===== src/rtl/fifo_wr_arbiter_pkg.sv =====
// -----------------------------------------------------------------------------
// fifo_arb_pkg
// Shared types and helpers for the FIFO write-side arbiter:
//   state_e         - two-state burst FSM encoding (IDLE / BURST)
//   beat_cnt_width  - width needed to count 0..burst_len beats
//   idx_width       - width of a requester index (at least 1 bit)
// -----------------------------------------------------------------------------
package fifo_arb_pkg;

  typedef enum logic {
    IDLE  = 1'b0,
    BURST = 1'b1
  } state_e;

  function automatic int beat_cnt_width(input int burst_len);
    return $clog2(burst_len + 1);
  endfunction

  function automatic int idx_width(input int n);
    return (n > 1) ? $clog2(n) : 1;
  endfunction

endpackage


===== src/rtl/fifo_wr_arbiter_if.sv =====
// -----------------------------------------------------------------------------
// fifo_wr_arbiter_if
// Bundles the requester side and FIFO write side of the arbiter.
//   req / req_data  : per-requester request and packed write data
//   gnt             : per-requester beat accept
//   fifo_wr_en/data : FIFO write port
//   fifo_full/afull : FIFO status flags (write domain)
//   busy / owner    : burst ownership status
// Modports: master = arbiter side, slave = requesters/FIFO side.
// -----------------------------------------------------------------------------
interface fifo_wr_arbiter_if
  import fifo_arb_pkg::*;
#(
  parameter int DATA_WIDTH = 4,
  parameter int NUM_REQ    = 4
) ();

  localparam int IW = idx_width(NUM_REQ);

  logic [NUM_REQ-1:0]            req;
  logic [NUM_REQ*DATA_WIDTH-1:0] req_data;
  logic [NUM_REQ-1:0]            gnt;
  logic                          fifo_wr_en;
  logic [DATA_WIDTH-1:0]         fifo_wr_data;
  logic                          fifo_full;
  logic                          fifo_afull;
  logic                          busy;
  logic [IW-1:0]                 owner;

  modport master (
    input  req, req_data, fifo_full, fifo_afull,
    output gnt, fifo_wr_en, fifo_wr_data, busy, owner
  );

  modport slave (
    output req, req_data, fifo_full, fifo_afull,
    input  gnt, fifo_wr_en, fifo_wr_data, busy, owner
  );

endinterface


===== src/rtl/fifo_wr_arbiter_rr_pick.sv =====
// -----------------------------------------------------------------------------
// rr_pick
// Round-robin priority search: returns the first requesting index found
// searching upward, with wrap, starting at last_owner+1.
//   req        : request vector
//   last_owner : index that owned most recently (lowest priority)
//   found      : at least one request present
//   index      : winning requester index
// -----------------------------------------------------------------------------
module rr_pick
  import fifo_arb_pkg::*;
#(
  parameter int NUM_REQ = 4,
  parameter int IW      = idx_width(NUM_REQ)
) (
  input  logic [NUM_REQ-1:0] req,
  input  logic [IW-1:0]      last_owner,
  output logic               found,
  output logic [IW-1:0]      index
);

  logic [IW-1:0] cand;

  always_comb begin
    found = 1'b0;
    index = '0;
    cand  = '0;
    // Offsets 1..NUM_REQ; offset NUM_REQ wraps back to last_owner itself,
    // so the previous owner wins only if nobody else is asking.
    for (int k = 1; k <= NUM_REQ; k++) begin
      cand = IW'((int'(last_owner) + k) % NUM_REQ);
      if (!found && req[cand]) begin
        found = 1'b1;
        index = cand;
      end
    end
  end

endmodule


===== src/rtl/fifo_wr_arbiter.sv =====
// -----------------------------------------------------------------------------
// fifo_wr_arbiter
// Round-robin arbiter that lets NUM_REQ requesters take turns writing bursts
// of up to BURST_LEN beats into a FIFO write port.
//   clk   : FIFO write-side clock
//   rst_n : synchronous active-low reset
//   bus   : fifo_wr_arbiter_if.master (req, req_data, gnt, fifo_wr_en,
//           fifo_wr_data, fifo_full, fifo_afull, busy, owner)
// Build option: FIFO_WR_ARB_AFULL_THROTTLE_EN - when defined, no new burst is
// started while fifo_afull is high; otherwise fifo_afull is ignored.
// -----------------------------------------------------------------------------
module fifo_wr_arbiter
  import fifo_arb_pkg::*;
#(
  parameter int DATA_WIDTH = 4,
  parameter int NUM_REQ    = 4,
  parameter int BURST_LEN  = 4
) (
  input logic               clk,
  input logic               rst_n,
  fifo_wr_arbiter_if.master bus
);

  localparam int            IW        = idx_width(NUM_REQ);
  localparam int            CW        = beat_cnt_width(BURST_LEN);
  localparam logic [CW-1:0] LAST_BEAT = CW'(BURST_LEN);
  localparam logic [CW-1:0] CNT_ONE   = CW'(1);
  localparam logic [IW-1:0] RST_LAST  = IW'(NUM_REQ - 1);

  state_e                state_q, state_d;
  logic [IW-1:0]         owner_q, owner_d;
  logic [IW-1:0]         last_owner_q, last_owner_d;
  logic [CW-1:0]         beat_cnt_q, beat_cnt_d;

  logic                  pick_found;
  logic [IW-1:0]         pick_index;
  logic                  start_ok;
  logic                  in_burst;
  logic                  accept;
  logic [NUM_REQ-1:0]    gnt_c;
  logic [DATA_WIDTH-1:0] slice [NUM_REQ];

  for (genvar gi = 0; gi < NUM_REQ; gi++) begin : g_slice
    assign slice[gi] = bus.req_data[gi*DATA_WIDTH +: DATA_WIDTH];
  end

  rr_pick #(
    .NUM_REQ (NUM_REQ),
    .IW      (IW)
  ) u_rr_pick (
    .req        (bus.req),
    .last_owner (last_owner_q),
    .found      (pick_found),
    .index      (pick_index)
  );

`ifdef FIFO_WR_ARB_AFULL_THROTTLE_EN
  assign start_ok = pick_found && !bus.fifo_afull;
`else
  assign start_ok = pick_found;
`endif

  assign in_burst = (state_q == BURST);
  // rst_n gates the accept path so a reset landing mid-burst never lets a
  // beat through in the reset cycle itself.
  assign accept   = rst_n && in_burst && bus.req[owner_q] && !bus.fifo_full;

  always_comb begin
    gnt_c = '0;
    if (accept) begin
      gnt_c[owner_q] = 1'b1;
    end
  end

  assign bus.gnt          = gnt_c;
  assign bus.fifo_wr_en   = accept;
  assign bus.fifo_wr_data = in_burst ? slice[owner_q] : '0;
  assign bus.busy         = in_burst;
  assign bus.owner        = owner_q;

  always_comb begin
    state_d      = state_q;
    owner_d      = owner_q;
    last_owner_d = last_owner_q;
    beat_cnt_d   = beat_cnt_q;
    case (state_q)
      IDLE: begin
        if (start_ok) begin
          state_d    = BURST;
          owner_d    = pick_index;
          beat_cnt_d = '0;
        end
      end
      BURST: begin
        if (!bus.req[owner_q]) begin
          // Owner ran dry: give up the burst early.
          state_d      = IDLE;
          last_owner_d = owner_q;
        end else if (accept) begin
          beat_cnt_d = beat_cnt_q + CNT_ONE;
          if (beat_cnt_q + CNT_ONE == LAST_BEAT) begin
            state_d      = IDLE;
            last_owner_d = owner_q;
          end
        end
        // fifo_full with req held: stall indefinitely, count unchanged.
      end
      default: state_d = IDLE;
    endcase
  end

  always_ff @(posedge clk) begin
    if (!rst_n) begin
      state_q      <= IDLE;
      owner_q      <= '0;
      last_owner_q <= RST_LAST;
      beat_cnt_q   <= '0;
    end else begin
      state_q      <= state_d;
      owner_q      <= owner_d;
      last_owner_q <= last_owner_d;
      beat_cnt_q   <= beat_cnt_d;
    end
  end

endmodule


===== src/flat_wrapper.sv =====
// flat-port wrapper written by rule: the top's interface ports become plain ports
module fifo_wr_arbiter_flat import fifo_arb_pkg::*;
#(
  parameter int DATA_WIDTH = 4,
  parameter int NUM_REQ    = 4,
  parameter int BURST_LEN  = 4
)
  (clk, rst_n, bus_req, bus_req_data, bus_fifo_full, bus_fifo_afull, bus_gnt, bus_fifo_wr_en, bus_fifo_wr_data, bus_busy, bus_owner);
  fifo_wr_arbiter_if #(.DATA_WIDTH(DATA_WIDTH), .NUM_REQ(NUM_REQ)) bus_i ();
  input logic clk;
  input logic rst_n;
  input wire logic [$bits(bus_i.req)-1:0] bus_req;
  input wire logic [$bits(bus_i.req_data)-1:0] bus_req_data;
  input wire logic [$bits(bus_i.fifo_full)-1:0] bus_fifo_full;
  input wire logic [$bits(bus_i.fifo_afull)-1:0] bus_fifo_afull;
  output wire logic [$bits(bus_i.gnt)-1:0] bus_gnt;
  output wire logic [$bits(bus_i.fifo_wr_en)-1:0] bus_fifo_wr_en;
  output wire logic [$bits(bus_i.fifo_wr_data)-1:0] bus_fifo_wr_data;
  output wire logic [$bits(bus_i.busy)-1:0] bus_busy;
  output wire logic [$bits(bus_i.owner)-1:0] bus_owner;
  assign bus_i.req = bus_req;
  assign bus_i.req_data = bus_req_data;
  assign bus_i.fifo_full = bus_fifo_full;
  assign bus_i.fifo_afull = bus_fifo_afull;
  assign bus_gnt = bus_i.gnt;
  assign bus_fifo_wr_en = bus_i.fifo_wr_en;
  assign bus_fifo_wr_data = bus_i.fifo_wr_data;
  assign bus_busy = bus_i.busy;
  assign bus_owner = bus_i.owner;
  fifo_wr_arbiter #(.DATA_WIDTH(DATA_WIDTH), .NUM_REQ(NUM_REQ), .BURST_LEN(BURST_LEN)) u_core (.clk(clk), .rst_n(rst_n), .bus(bus_i));
endmodule

===== config.mk =====
export PLATFORM = sky130hd
export DESIGN_NAME = fifo_wr_arbiter_flat
export DESIGN_NICKNAME = d
export VERILOG_FILES = /design/src/rtl/fifo_wr_arbiter_pkg.sv /design/src/rtl/fifo_wr_arbiter_if.sv /design/src/rtl/fifo_wr_arbiter_rr_pick.sv /design/src/rtl/fifo_wr_arbiter.sv /design/src/flat_wrapper.sv
export SDC_FILE = /design/constraint.sdc
export NUM_CORES = 1
export LEC_CHECK = 0
export ABC_CLOCK_PERIOD_IN_PS = 3450
export BUFFER_PORTS_ARGS = -buffer_cell sky130_fd_sc_hd__buf_4
export CAP_MARGIN = 20
export CELL_PAD_IN_SITES_DETAIL_PLACEMENT = 1
export CELL_PAD_IN_SITES_GLOBAL_PLACEMENT = 2
export CORE_MARGIN = 10
export CORE_UTILIZATION = 25
export DETAILED_ROUTE_END_ITERATION = 10
export GPL_TIMING_DRIVEN = 1
export PLACE_DENSITY_LB_ADDON = 0.08
export SLEW_MARGIN = 20
export SYNTH_ARGS = -nofsm -noshare
export SYNTH_HDL_FRONTEND = slang
export SYNTH_SLANG_ARGS = --single-unit

===== constraint.sdc =====
create_clock -name clk -period 3.45 [get_ports clk]
set_input_delay 0.8625 -clock clk [delete_from_list [all_inputs] [get_ports clk]]
set_output_delay 0.8625 -clock clk [all_outputs]
set_load 0.02 [all_outputs]

## Yosys cells after proc, flatten, opt, wreduce, memory -nomap -nowiden

Index checks and enable logic that the tools add are counted.
W data, S select, Z words.

- Add/subtract/negate cells: 5
- Order comparisons: 7
- Equality and inequality tests: 6
- Mux-type cells: 37
- Bitwise gates (word level): 2
- Reductions and logical operators: 14

Operator list:

| operator | number |
|---|---|
| $mux W4 | 4 |
| $lt A2 B3 Y1 const B | 5 |
| $mux W1 | 14 |
| $mux W2 | 7 |
| $bmux W1 S2 | 5 |
| $mux W3 | 3 |
| $bmux W4 S2 | 1 |
| $ne A2 B2 Y1 const B | 4 |
| $logic_and A1 B1 Y1 | 7 |
| $pmux W3 S2 | 1 |
| $reduce_and A3 Y1 | 2 |
| $add A2 B1 Y2 const B | 2 |
| $add A2 B2 Y2 const B | 2 |
| $logic_not A1 Y1 | 4 |
| $add A3 B1 Y3 const B | 1 |
| $eq A3 B3 Y1 const B | 1 |
| $ge A3 B3 Y1 const B | 1 |
| $not A2 Y3 | 1 |
| $demux W1 S2 | 1 |
| $ge A2 B1 Y1 const B | 1 |
| $ne A2 B1 Y1 const B | 1 |
| $pmux W1 S2 | 1 |
| $reduce_and A2 Y1 | 1 |
| $not A1 Y1 | 1 |

- Register bits: 8
- Output and inout bits: 12

## Longest topological paths before layout

Gate-level depths: netlist of run 1.

- Word-level depth: 15
- Mapped depth: 6
- Gate-level depth less buffers: 5

## Modules after synthesis

Synthesis of run 1 repeated with hierarchy kept, for this count alone.

- Cell total of the unflattened synthesis: 82
- Area total of the unflattened synthesis: 728.2 µm²

Modules (own cells, without submodules):

| module | instances | cells each | area each (µm²) |
|---|---|---|---|
| fifo_wr_arbiter | 1 | 68 | 636.9 |
| rr_pick | 1 | 14 | 91.3 |

## Worst setup path before layout of run 1

Ideal clock, no wire load.

- Path type: input -> output
- From: input rst_n
- To: output bus_gnt[2]
- Arrival: 1,928 ps
- Required time: 2,588 ps
- Path slack: 660 ps
- Stages: 4
- Path buffers: 1
- Path through: clkbuf_1 -> and3b_1 -> nand2_1 -> nor3b_1

- Cells in the longest elaborated chain, start to end: 4

Ends and longest elaborated chain:

| item | RTL line | text |
|---|---|---|
| from (decl) | flat_wrapper.sv:11 | `input logic rst_n;` |
| $logic_and A1 B1 Y1 (3 in a row) | fifo_wr_arbiter.sv:66 | `assign accept = rst_n && in_burst && bus.req[owner_q] && !bus.fifo_full;` |
| $mux W4 | fifo_wr_arbiter.sv:70 | `if (accept) begin` |
| to (decl) | flat_wrapper.sv:16 | `output wire logic [$bits(bus_i.gnt)-1:0] bus_gnt;` |

Every way passes these cells.

## Final worst setup path of run 1

- From: input bus_req[3]
- To: output bus_fifo_wr_en

- Cells in the longest elaborated chain, start to end: 4

Ends and longest elaborated chain:

| item | RTL line | text |
|---|---|---|
| from (decl) | flat_wrapper.sv:12 | `input wire logic [$bits(bus_i.req)-1:0] bus_req;` |
| $bmux W1 S2 | fifo_wr_arbiter.sv:66 |  |
| $mux W1 (implied by the code) | fifo_wr_arbiter.sv:66 |  |
| $logic_and A1 B1 Y1 (2 in a row) | fifo_wr_arbiter.sv:66 |  |
| to (decl) | flat_wrapper.sv:17 | `output wire logic [$bits(bus_i.fifo_wr_en)-1:0] bus_fifo_wr_en;` |

Every way passes these cells. The select of a mux whose other input is x is not followed.

==> results of run 1 <==
-- kinds of logic after synthesis --
family	Yosys count	synth area share, %
adders and majority gates	2	3.745
xor gates and xnor gates	1	1.311
AOI/OAI and AO/OA	18	17.23
muxes	5	19.10
and+or+nand+nor	31	27.72
buffers and inverters	8	6.928
DFF	8	23.97
-- state kept, by name, summed over array words and instances (netlist names) --
register and flops:
u_core.beat_cnt_q 3, u_core.bus.owner 2, u_core.last_owner_q 2, u_core.bus.busy 1
-- area by class of cell --
cell class | count | share of cell area, %
clock buffers | 3 | 2.375
flip-flops and latches | 8 | 16.89
repair buffers | 34 | 26.91
well taps | 30 | 3.958
multi-input cells | 57 | 48.68
inverters | 3 | 1.187
-- how the worst min path moves through the flow --
stage          slack [ns]                                start                                to  cells past startpoint
5_1_grt              0.59  u_core.last_owner_q[1]$_SDFFE_PN1P_  u_core.bus.owner[0]$_SDFFE_PN0P_                      2
2_1_floorplan        0.49  u_core.last_owner_q[1]$_SDFFE_PN1P_  u_core.bus.owner[0]$_SDFFE_PN0P_                      2
3_5_place_dp         0.56  u_core.last_owner_q[1]$_SDFFE_PN1P_  u_core.bus.owner[0]$_SDFFE_PN0P_                      2
4_1_cts              0.56  u_core.last_owner_q[1]$_SDFFE_PN1P_  u_core.bus.owner[0]$_SDFFE_PN0P_                      2
3_3_place_gp         0.55  u_core.last_owner_q[1]$_SDFFE_PN1P_  u_core.bus.owner[0]$_SDFFE_PN0P_                      2
6_report             0.56  u_core.last_owner_q[1]$_SDFFE_PN1P_  u_core.bus.owner[0]$_SDFFE_PN0P_                      2
-- synthesized netlist by cell type --
cell	instances	share of area [%]
sky130_fd_sc_hd__dfxtp_1	8	24
sky130_fd_sc_hd__nor2_1	6	3.4
sky130_fd_sc_hd__nand2_1	5	2.8
sky130_fd_sc_hd__o21ai_0	5	3.7
sky130_fd_sc_hd__a21oi_1	4	3.0
sky130_fd_sc_hd__and2_1	4	3.7
sky130_fd_sc_hd__mux4_1	4	16
sky130_fd_sc_hd__nor2b_1	4	3.7
sky130_fd_sc_hd__inv_1	3	1.7
sky130_fd_sc_hd__nand2b_1	3	2.8
sky130_fd_sc_hd__o21a_1	3	3.4
sky130_fd_sc_hd__o311ai_0	3	3.9
sky130_fd_sc_hd__and4_1	2	2.6
sky130_fd_sc_hd__buf_6	2	3.4
sky130_fd_sc_hd__clkbuf_1	2	1.1
sky130_fd_sc_hd__ha_1	2	3.7
sky130_fd_sc_hd__nor3b_1	2	2.2
sky130_fd_sc_hd__a211oi_1	1	1.1
sky130_fd_sc_hd__a21boi_1	1	1.1
sky130_fd_sc_hd__a31oi_1	1	0.94
sky130_fd_sc_hd__and2_4	1	1.3
sky130_fd_sc_hd__and3b_1	1	1.3
sky130_fd_sc_hd__buf_2	1	0.75
sky130_fd_sc_hd__mux4_2	1	3.4
sky130_fd_sc_hd__nand3b_1	1	1.1
sky130_fd_sc_hd__nand4b_1	1	1.3
sky130_fd_sc_hd__or3b_1	1	1.3
sky130_fd_sc_hd__xnor2_1	1	1.3
-- cell usage in the layout, fill, tap and decap left out --
master                     Yosys  layout
sky130_fd_sc_hd__mux4_1        4       4
sky130_fd_sc_hd__nand3b_1      1       1
sky130_fd_sc_hd__ha_1          2       2
sky130_fd_sc_hd__nor2b_1       4       4
sky130_fd_sc_hd__and4_1        2       2
sky130_fd_sc_hd__mux4_2        1       1
sky130_fd_sc_hd__nand2b_1      3       3
sky130_fd_sc_hd__and3b_1       1       1
sky130_fd_sc_hd__nand4b_1      1       1
sky130_fd_sc_hd__nand2_1       5       5
sky130_fd_sc_hd__and2_4        1       1
sky130_fd_sc_hd__inv_1         3       3
sky130_fd_sc_hd__a21oi_1       4       4
sky130_fd_sc_hd__clkbuf_4      0       3
sky130_fd_sc_hd__or3b_1        1       1
sky130_fd_sc_hd__xnor2_1       1       1
sky130_fd_sc_hd__and2_1        4       4
sky130_fd_sc_hd__nor3b_1       2       2
sky130_fd_sc_hd__a21boi_1      1       1
sky130_fd_sc_hd__o311ai_0      3       3
sky130_fd_sc_hd__dfxtp_1       8       8
sky130_fd_sc_hd__a211oi_1      1       1
sky130_fd_sc_hd__o21ai_0       5       5
sky130_fd_sc_hd__o21a_1        3       3
sky130_fd_sc_hd__nor2_1        6       6
sky130_fd_sc_hd__buf_4         0      34
sky130_fd_sc_hd__a31oi_1       1       1
-- worst reg2reg max path: stages, from the launching register on --
cell	delay, ns
sky130_fd_sc_hd__dfxtp_1	0.61
sky130_fd_sc_hd__mux4_2	0.59
sky130_fd_sc_hd__and2_4	0.21
sky130_fd_sc_hd__or3b_1	0.37
sky130_fd_sc_hd__a21boi_1	0.14
-- power by group --
group          total [mW]  switching (mW)  internal (mW)
combinational      0.0982          0.0431         0.0551
sequential          0.114          0.0150         0.0992
clock              0.0734          0.0335         0.0399
-- per-stage QoR --
step / worst slack, ns / hold slack, ns / cells
after CTS: 0.7319 / 0.5575 / 135
after detailed placement: 0.7438 / 0.5562 / 132
final: 0.7404 / 0.5588 / 135
after global placement: 0.7465 / 0.5487 / 132
after floorplan: 0.6598 / 0.4936 / 73
after global routing: 0.6647 / 0.5861 / 135
-- layer usage --
metal / share of wire (%) / GRT usage [%] / routed length, um
met5: 0 / 0 / 0
met4: 0.36 / 1.290 / 8
met3: 6.9 / 3.994 / 155
met2: 50 / 14.61 / 1131
met1: 42 / 9.569 / 950
==> results.py, run 1 <==
metrics = {
    "sta": {
        "fmaxAchievable_mhz": 369.1,
        "rsz0062_at_grt": "no",
        "hold_viol_final": 0,
        "worst_clock_skew_ns": 0.002945,
        "maxSlewHeadroom_pct": 61.60,
        "finalWorstPathRequiredPeriod_ns": 2.710,
        "finalSetupViolations": 0,
        "worst_pin_slew_ns": 0.5759,
        "timing_max_transition_violations_final": 0,
        "period_share_pct": 78.54,
        "setup_total_negative_slack_ns": 0,
    },
    "logic_synthesis": {
        "yosys_register_bits": 8,
        "post_synth_num_cell_types": 28,
        "syn-mean-instance-area_um2": 9.153,
        "synth_area_um2": 668.1,
        "synthCells": 73,
        "synth_seq_area_share_pct": 23.97,
        "total_number_of_yosys_warnings": 0,
        "postSynthNetCount": 99,
    },
    "worst_setup_path": {
        "crit_fanout": 8,
        "crit_path_end_kind": "primary output",
        "cpLargestDelayFamily": "multiplexers",
        "cp_num_cells": 4,
        "critPathLaunchType": "primary input",
        "crit-reg2reg-launch": "u_core.bus.owner[0]$_SDFFE_PN0P_",
        "rrSetupSlack_ns": 1.46,
        "crit-reg2reg-capture": "u_core.beat_cnt_q[1]$_SDFFE_PN0P_",
        "crit_path_end": "bus_fifo_wr_en",
        "crit_path_cell_trace": "buf_4 -> mux4_2 -> and2_4 -> buf_4",
        "worst-endpoint-arrival_ns": 1.85,
        "worstSetupStartpoint": "bus_req[3]",
        "worst_ep_required_time_ns": 2.59,
        "cp_common_cell": "sky130_fd_sc_hd__buf_4",
        "cell_with_the_largest_stage_delay_on_the_worst_path": "sky130_fd_sc_hd__mux4_2",
        "cp_slowest_stage_delay_ns": 0.49,
        "worstSetupPathType": "primary input to primary output",
        "critical_path.n_buffers_inverters": 2,
        "worstRegToRegCells": 4,
    },
    "clock_tree": {
        "clock_slew_seen_by_the_registers_of_the_worst_setup_and_hold_paths_ns": 0.05,
        "post_cts_resized": 0,
        "cts_root_buf": "sky130_fd_sc_hd__clkbuf_4",
        "clockBufferDepth": 2,
        "h-tree-depth": 1,
        "insertion_delay_ns": 0.26,
        "tritoncts.num_buffers": 3,
        "cts_setup_buffers": 0,
        "cts_sinks": 8,
        "cts_hold_repair.buffers": 0,
        "tritoncts": "done",
    },
    "grt": {
        "grt_max_degree": 12,
        "globalRouteOverflowTotal": 0,
        "antenna_violations_before_repair": 0,
        "grt_pass1_wl_mm": 3.560,
        "first_global_vias": 712,
        "grt_usage_pct": 8.536,
    },
    "place": {
        "buffer_ports.inserted": 34,
        "dpl_cell_area_um2": 925.9,
        "dp_hpwl_mm": 1.814,
        "place_congestion": 0.6810,
    },
    "drt": {
        "routed_wire_length_mm": 2.246,
        "post_detailed_route_via_to_cell_ratio": 5.015,
        "residual_drc": 0,
        "routed_wire_length_per_instance_um": 16.64,
        "route.vias.total": 677,
        "dr_pass1_iterations": 4,
        "first_iter_violations": 13,
        "drt.antenna.violating_nets": 0,
    },
    "layout": {
        "multiInputGateArea_um2": 461.7,
        "drive_gt1_share_pct": 37.14,
        "finalInstanceArea_um2": 948.4,
        "area_growth_syn_to_layout_pct": 41.95,
        "seq_area_um2": 160.2,
        "count_of_fill_cells_added_during_filler_insertion": 309,
        "insertedDiodeCount": 0,
        "design.final.nets": 133,
        "utilization_pct": 37.60,
    },
    "floorplanning": {
        "std_cell_rows": 18,
        "core_region_area_um2": 2522,
        "dieArea_um2": 5140,
        "io-pin-count": 36,
        "fp.dieH_um": 71.70,
        "die_width_um": 71.70,
        "floorplan.initialDensity_pct": 26.49,
    },
    "power_and_ir_drop": {
        "static_leakage_nw": 0.4109,
        "power-per-cell-area_nw_per_um2": 301.3,
        "total_power_mw": 0.2858,
        "worst_ir_drop_vdd_mv": 0.2312,
    },
    "status": {
        "outcome": "completed",
    },
    "flow_run": {
        "cap_viol_max_count": 0,
    },
    "worst_hold_path": {
        "timing.hold.worst.class": "flop to flop",
    },
}
Note: power is estimated with default switching activity, not from simulation.
==> inputs of run 2 (changes only) <==
- ABC_CLOCK_PERIOD_IN_PS: 3450 -> 2430
- CORE_UTILIZATION: 25 -> 21
- clock period: 3.45 -> 2.43 ns (I/O delays scaled with it)
==> results.py, run 2 (synthesized netlist as in run 1, its figures left out) <==
metrics = {
    "status": {
        "outcome": "completed",
    },
    "place": {
        "place_congestion": 0.7598,
        "buffer_ports.inserted": 34,
        "pre_cts_slack_ns": 0.2300,
        "dp_hpwl_mm": 1.858,
    },
    "clock_tree": {
        "tritoncts.num_buffers": 3,
        "cts_hold_repair.buffers": 0,
        "clock_slew_seen_by_the_registers_of_the_worst_setup_and_hold_paths_ns": 0.06,
        "insertion_delay_ns": 0.26,
        "cts_root_buf": "sky130_fd_sc_hd__clkbuf_4",
        "tritoncts": "done",
        "clockBufferDepth": 2,
        "cts_setup_buffers": 0,
        "cts_sinks": 8,
        "h-tree-depth": 1,
        "post_cts_resized": 0,
    },
    "worst_setup_path": {
        "worstRegToRegCells": 5,
        "crit-reg2reg-launch": "u_core.bus.owner[0]$_SDFFE_PN0P_",
        "crit-reg2reg-capture": "u_core.beat_cnt_q[1]$_SDFFE_PN0P_",
        "worst_ep_required_time_ns": 1.82,
        "worstSetupPathType": "flop to primary output",
        "worst-endpoint-arrival_ns": 1.61,
        "critPathLaunchType": "flop",
        "crit_fanout": 8,
        "crit_path_end_kind": "primary output",
        "rrSetupSlack_ns": 0.66,
    },
    "floorplanning": {
        "dieArea_um2": 5838,
        "die_width_um": 76.41,
        "std_cell_rows": 20,
        "io-pin-count": 36,
        "floorplan.initialDensity_pct": 21.89,
        "core_region_area_um2": 3053,
        "fp.dieH_um": 76.41,
    },
    "sta": {
        "setup_total_negative_slack_ns": 0,
        "final.hold.worst_slack_ns": 0.5545,
        "timing_max_transition_violations_final": 0,
        "maxSlewHeadroom_pct": 63.29,
        "hold_viol_final": 0,
        "rsz0062_at_grt": "no",
        "finalWorstPathRequiredPeriod_ns": 2.217,
        "finalSetupViolations": 0,
        "final.setup.worst_slack_ns": 0.2128,
        "worst_pin_slew_ns": 0.5507,
        "period_share_pct": 91.24,
        "fmaxAchievable_mhz": 451.0,
        "worst_clock_skew_ns": 0.002625,
    },
    "flow_run": {
        "cap_viol_max_count": 0,
    },
    "layout": {
        "area_growth_syn_to_layout_pct": 47.94,
        "drive_gt1_share_pct": 38.89,
        "utilization_pct": 32.38,
        "largest_register": "u_core.beat_cnt_q",
        "design.final.nets": 136,
        "insertedDiodeCount": 0,
        "largest_register_ffs": 3,
        "final_common_cell": "sky130_fd_sc_hd__buf_4",
        "layout_common_cells": "sky130_fd_sc_hd__buf_4, sky130_fd_sc_hd__dfxtp_1, sky130_fd_sc_hd__nor2_1, sky130_fd_sc_hd__nand2_1, sky130_fd_sc_hd__o21ai_0",
    },
    "drt": {
        "post_detailed_route_via_to_cell_ratio": 4.467,
        "routed_wire_length_per_instance_um": 14.72,
        "routed_wire_length_mm": 2.238,
        "residual_drc": 0,
        "drt.antenna.violating_nets": 0,
        "route.vias.total": 679,
        "first_iter_violations": 32,
        "dr_pass1_iterations": 2,
    },
    "grt": {
        "grt_pass1_wl_mm": 3.705,
        "grt_usage_pct": 7.821,
        "grt_max_degree": 11,
        "antenna_violations_before_repair": 0,
        "globalRouteOverflowTotal": 0,
        "first_global_vias": 727,
    },
    "worst_hold_path": {
        "min_to": "u_core.bus.owner[0]$_SDFFE_PN0P_",
        "worstHoldStart": "u_core.last_owner_q[1]$_SDFFE_PN1P_",
        "timing.hold.worst.class": "flop to flop",
        "worst_hold_path_cell_count": 2,
    },
    "power_and_ir_drop": {
        "worst_ir_drop_vdd_mv": 0.3088,
        "power-per-cell-area_nw_per_um2": 419.2,
        "static_leakage_nw": 0.4262,
    },
}
==> run 2: cell count changes in the layout (fill, tap and decap cells not counted), sizes merged <==
cell | before | now
buf | 34 | 37
==> run 2: metal layers <==
layer,track usage (%),vias up,part of all wire (%)
met5,0,-,0
met2,12.41,20,47
met1,9.626,317,49
li1,-,340,-
met3,3.184,2,3.7
met4,1.673,0,0.45
==> run 2: final cells by class <==
| cell class | instances | area, um^2 |
|---|---|---|
| Fill cell | 393 | 2064 |
| Multi-Input combinational cell | 57 | 461.7 |
| Timing Repair Buffer | 37 | 277.8 |
| Sequential cell | 8 | 160.2 |
| Tap cell | 44 | 55.05 |
| Clock buffer | 3 | 22.52 |
| Inverter | 3 | 11.26 |
==> run 2: through the flow <==
stage               cell area, um^2  std cells  power [mW]
global route                  988.4        152      0.4475
detailed placement            965.9        149      0.3150
floorplan                     668.1         73      0.2438
CTS                           988.4        152      0.4254
global placement              965.9        149      0.3136
finish                        988.4        152      0.4143
==> run 2: worst max path at each step <==
stage | start | to | slack, ns
final | u_core.bus.owner[0]$_SDFFE_PN0P_ | bus_fifo_wr_en | 0.21
after global routing | u_core.bus.owner[0]$_SDFFE_PN0P_ | bus_fifo_wr_data[3] | 0.11
after CTS | u_core.bus.owner[0]$_SDFFE_PN0P_ | bus_fifo_wr_en | 0.18
after detailed placement | bus_req[3] | bus_fifo_wr_en | 0.23
after global placement | bus_req[3] | bus_fifo_wr_en | 0.23
after floorplan | rst_n | bus_gnt[2] | 0.15
==> run 2: where the power goes <==
group          switching [mW]  internal (mW)  total (mW)  leakage [nW]
clock                  0.0486         0.0568       0.105        0.0138
sequential             0.0101          0.141       0.151        0.0656
combinational          0.0725         0.0856       0.158         0.347
total                   0.131          0.283       0.414         0.426
==> run 2: worst max-delay path, stage by stage, from the launching register on <==
cell and delay [ns]:
sky130_fd_sc_hd__dfxtp_1 0.33, sky130_fd_sc_hd__buf_4 0.14, sky130_fd_sc_hd__mux4_2 0.51, sky130_fd_sc_hd__and2_4 0.20, sky130_fd_sc_hd__buf_4 0.16
